`src/rtl/wb_arbiter.sv`:
```
// Round-robin write-back arbiter: three producers share one register-file write port.
// One-cycle registered latency; losers see req_ready low and must hold their request.
module wb_arbiter #(
   parameter int XLEN           = 32,
   parameter int REG_ADDR_WIDTH = 5,
   parameter int CNT_WIDTH      = 16
) (
   input  logic                           clk,
   input  logic                           reset_n,
   input  logic [2:0]                     req_valid,
   input  logic [2:0][REG_ADDR_WIDTH-1:0] req_rd,
   input  logic [2:0][XLEN-1:0]           req_data,
   output logic [2:0]                     req_ready,
   input  logic                           stall,
   output logic                           wr_en,
   output logic [REG_ADDR_WIDTH-1:0]      rd,
   output logic [XLEN-1:0]                write_data,
   output logic [CNT_WIDTH-1:0]           conflict_cnt
);

   logic [1:0] last_grant;
   logic [1:0] p0, p1, p2;
   logic [1:0] grant_idx;
   logic       grant_vld;
   logic       contention;

   function automatic logic [1:0] rr_next(input logic [1:0] i);
      return (i == 2'd2) ? 2'd0 : i + 2'd1;
   endfunction

   // Search order rotates so the most recent winner is considered last.
   assign p0 = rr_next(last_grant);
   assign p1 = rr_next(p0);
   assign p2 = rr_next(p1);

   always_comb begin
      grant_vld = 1'b0;
      grant_idx = p0;
      if (reset_n && !stall) begin
         if (req_valid[p0]) begin
            grant_vld = 1'b1;
            grant_idx = p0;
         end else if (req_valid[p1]) begin
            grant_vld = 1'b1;
            grant_idx = p1;
         end else if (req_valid[p2]) begin
            grant_vld = 1'b1;
            grant_idx = p2;
         end
      end
      req_ready = 3'b000;
      if (grant_vld) req_ready[grant_idx] = 1'b1;
   end

   assign contention = (req_valid[0] & req_valid[1]) |
                       (req_valid[0] & req_valid[2]) |
                       (req_valid[1] & req_valid[2]);

   always_ff @(posedge clk or negedge reset_n) begin
      if (!reset_n) begin
         last_grant   <= 2'd2;
         wr_en        <= 1'b0;
         rd           <= '0;
         write_data   <= '0;
         conflict_cnt <= '0;
      end else begin
         // A write to x0 still consumes the grant but never reaches the register file.
         wr_en <= grant_vld && (req_rd[grant_idx] != '0);
         if (grant_vld) begin
            last_grant <= grant_idx;
            rd         <= req_rd[grant_idx];
            write_data <= req_data[grant_idx];
         end
         if (contention && (conflict_cnt != '1))
            conflict_cnt <= conflict_cnt + {{(CNT_WIDTH-1){1'b0}}, 1'b1};
      end
   end

endmodule

```
`config.mk`:
```
export PLATFORM = sky130hd
export DESIGN_NAME = wb_arbiter
export DESIGN_NICKNAME = d
export VERILOG_FILES = /design/src/rtl/wb_arbiter.sv
export SDC_FILE = /design/constraint.sdc
export NUM_CORES = 1
export LEC_CHECK = 0
export BUFFER_PORTS_ARGS = -buffer_cell sky130_fd_sc_hd__buf_2
export CORE_MARGIN = 3
export CORE_UTILIZATION = 35
export DETAILED_ROUTE_END_ITERATION = 10
export GPL_ROUTABILITY_DRIVEN = 0
export PLACE_DENSITY = 0.79
export SKIP_CTS_REPAIR_TIMING = 1
export SYNTH_ARGS = -nofsm -noshare
export SYNTH_HDL_FRONTEND = slang
export SYNTH_SLANG_ARGS = --single-unit
```
`constraint.sdc`:
```
create_clock -name clk -period 2.02 [get_ports clk]
set_input_delay 0.505 -clock clk [delete_from_list [all_inputs] [get_ports clk]]
set_output_delay 0.505 -clock clk [all_outputs]
set_load 0.02 [all_outputs]
```
==> key figures <==
Outcome
  • Result of the run: finished, violations left
  • Violated checks: setup timing

Final layout
  • Share of final-layout standard cells stronger than drive strength 1: 0.471
  • Number of antenna cells inserted: 0
  • Synth-to-Final Area Change: 43.5%
  • Final cell utilization of the core: 0.520
  • Most frequent standard cell in the layout excluding fill and tap cells: buf_2
  • Commonest non-fill, non-tap cells in the layout: 171 x buf_2, 54 x dfrtp_1, 33 x inv_1
  • Design area: between 0.004 and 0.005 sq mm
  • Non-Filler Instances: just under 600
  • Nets: 601

Synthesis
  • Cell count after synthesis: 295
  • Count of flip-flops with a built-in enable after synthesis: 0
  • Post-synth top flop: dfrtp_1
  • Number of flip-flops and latches in the synthesized netlist: 56
  • Number of warnings printed during yosys synthesis: 0
  • Mean instance size in the synthesized netlist: ~10 sq um
  • Asr flop ratio synth: 1.00
  • Net count after synthesis: between 400 and 500
  • Post-synthesis instance area: between 0.003 and 0.004 sq mm
  • Library cells used by synthesis: 42
  • Register area share after synthesis: 0.466

Routing
  • Overall routed net length: between 9000 and 10000 microns
  • DRC violation count after routing: 0
  • Residual antenna-violating net count after detailed routing: 0
  • Routed length per instance: ~15 microns
  • Total via count in the routed design: around 3100
  • Number of search-and-repair iterations in the first detailed-routing pass: 4
  • DRC violation total after the first TritonRoute iteration: 159
  • Avg Vias per Cell: 5.21

Power
  • Sequential share of power: 0.396
  • Worst-case vdd ir drop: roughly 0.61 mV
  • Clock network fraction of design power: 0.151
  • Power Dens Cells: 975 mW/mm^2
  • P_leak: 2.36 nW
  • Switching fraction of total power: 0.395
  • Net switching power of the design: around 1.7 mW
  • Final total power: around 4.2 mW
  • Comb pwr share: 0.453
  • Int Power: 2.55 mW

Timing
  • Period minus WS final: about 2100 ps
  • Actual slew at the worst max-slew pin: ~570 ps
  • Tightest hold margin: around 300 ps
  • Worst slew margin: 0.617
  • RSZ-0062 raised after global routing: true
  • Smallest setup slack after layout: -81.0 ps
  • Setup violation total in the final timing report: 2
  • Clock tree skew after final layout: about 3.2 ps
  • Highest clock frequency the design can meet: between 400 and 500 MHz
  • Number of hold violations in the final report: 0
  • Final worst path period share: 1.04
  • Sum of negative setup slack: -131 ps
  • Number of max-slew violations in the final report: 0

Die
  • Initial standard-cell utilization of the core: 0.363
  • Area enclosed by the die boundary: slightly below 0.01 sq mm
  • Row count: 33
  • Core Region: around 0.0083 sq mm
  • Horizontal die dimension: 98.7 microns
  • # IOs: ~170
  • Die Y: about 100 microns

CTS
  • Buffers from clock root to sink, at most: 2
  • TritonCTS sink count: 56
  • Insertion delay of the later-clocked pin in the worst-skew pair: roughly 300 ps
  • Clock Root Buffer: clkbuf_8
  • CTS tree: done
  • TritonCTS Buffers: 5
  • Clock transition at path regs: approximately 100 ps
  • H-tree levels: 2

Global route
  • Vias in the first global route: 2986
  • Global-route wire length before repair: ~14000 microns
  • Pin count of the biggest net entering global routing: 46
  • Total overflow reported by the global router: 0
  • All-Layer GR Usage: 0.177
  • Antenna violations before repair: 0

Placed design
  • Placed instance area: between 0.004 and 0.005 sq mm
  • Post-placement cell count: a little under 600
  • Worst setup slack before clock tree synthesis: -161 ps
  • IO buf count: roughly 170
  • Detailed Place HPWL: ~7000 microns

Flow run
  • Max Cap Violations: 0

Critical path
  • Critical path start-end classification: reg2out
  • Startpoint Class: flip-flop
  • Data arrival, critical path: 1600 ps
  • Type of destination of the critical path: output pin
  • Data required time at the worst endpoint: ~1500 ps
  • CP Max Fanout: 6

Hold path
  • Class of the worst hold path: in2async
==> power by group through the flow <==
stage,sequential [mW],combinational (mW),clock [mW]
5_1_grt,1.72,2.06,0.711
3_3_place_gp,1.67,1.77,0
6_report,1.67,1.91,0.637
3_5_place_dp,1.69,1.82,0
2_1_floorplan,2.05,0.765,0
4_1_cts,1.67,1.82,0.661
==> routing by layer <==
metal / vias to the layer above / wire [microns] / track usage
met2: 129 / 4640 / 0.318
met3: 17 / 609 / 0.0375
li1: 1448 / - / -
met1: 1477 / 3660 / 0.214
met4: 0 / 164 / 0.0525
met5: - / 0 / 0
==> worst max-delay path: stages (launching register included) <==
cell and delay, ps:
dfstp_2 590, inv_2 60, a22oi_2 230, o31ai_4 100, nand2b_1 140, inv_4 40, buf_6 120
==> cell usage after synthesis, types with 2 or more instances <==
master,number,area [sq um]
a222oi_1,7,70.1
a22oi_1,11,82.6
and3_1,5,31.3
buf_2,4,20.0
buf_6,6,67.6
clkbuf_1,9,33.8
dfrtp_1,55,1380
inv_1,35,131
mux2i_1,26,260
nand2_1,32,120
nand2b_1,3,18.8
nand3_1,7,35.0
nand4_1,4,25.0
nor2_1,8,30.0
nor2b_1,2,12.5
nor3_1,3,15.0
nor4_1,2,12.5
o21ai_0,13,65.1
o221ai_1,21,184
o221ai_2,5,75.1
o31ai_1,2,15.0
or4_1,2,15.0
xnor2_1,7,61.3
xor2_1,8,70.1
==> sequential cells by signal, summed over array words and instances (netlist names) <==
| signal | cells |
|---|---|
| last_grant | 2 |
| conflict_cnt | 16 |
| rd | 5 |
| write_data | 32 |
| wr_en | 1 |
==> path summary, 6_finish.rpt <==
kind | startpoint | to | slack, ps | cells after the start
worst max register to register | last_grant[1]$_DFFE_PN1P_ | write_data[7]$_DFFE_PN0P_ | 60 | 6
min in group clk | req_data[11] | write_data[11]$_DFFE_PN0P_ | 430 | 3
worst max-delay path | last_grant[1]$_DFFE_PN1P_ | req_ready[2] | -80 | 6
worst min register to register | write_data[19]$_DFFE_PN0P_ | write_data[19]$_DFFE_PN0P_ | 490 | 2
max in group asynchronous | reset_n | conflict_cnt[14]$_DFFE_PN0P_ | 1260 | 2
worst min-delay path | reset_n | write_data[16]$_DFFE_PN0P_ | 300 | 3
==> cell families (layout without fill, tap and decap cells) <==
family,count (synthesis),in the layout,synth area share
and+or+nand+nor,75,75,0.124
AOI/OAI and AO/OA,66,66,0.184
DFF,56,56,0.466
buffers and inverters,54,243,0.0840
muxes,27,27,0.0902
xor gates and xnor gates,15,15,0.0437
adders and majority gates,2,2,0.00748
==> layout make-up <==
cell class,count,area (sq um)
clock buffer,6,82.6
sequential,56,1400
fill,737,3980
timing repair buffer,200,1150
inverter,35,134
tap,105,131
clock inverter,2,10.0
multi-input combinational,185,1400
No activity file was read; power rests on OpenSTA's default activity.
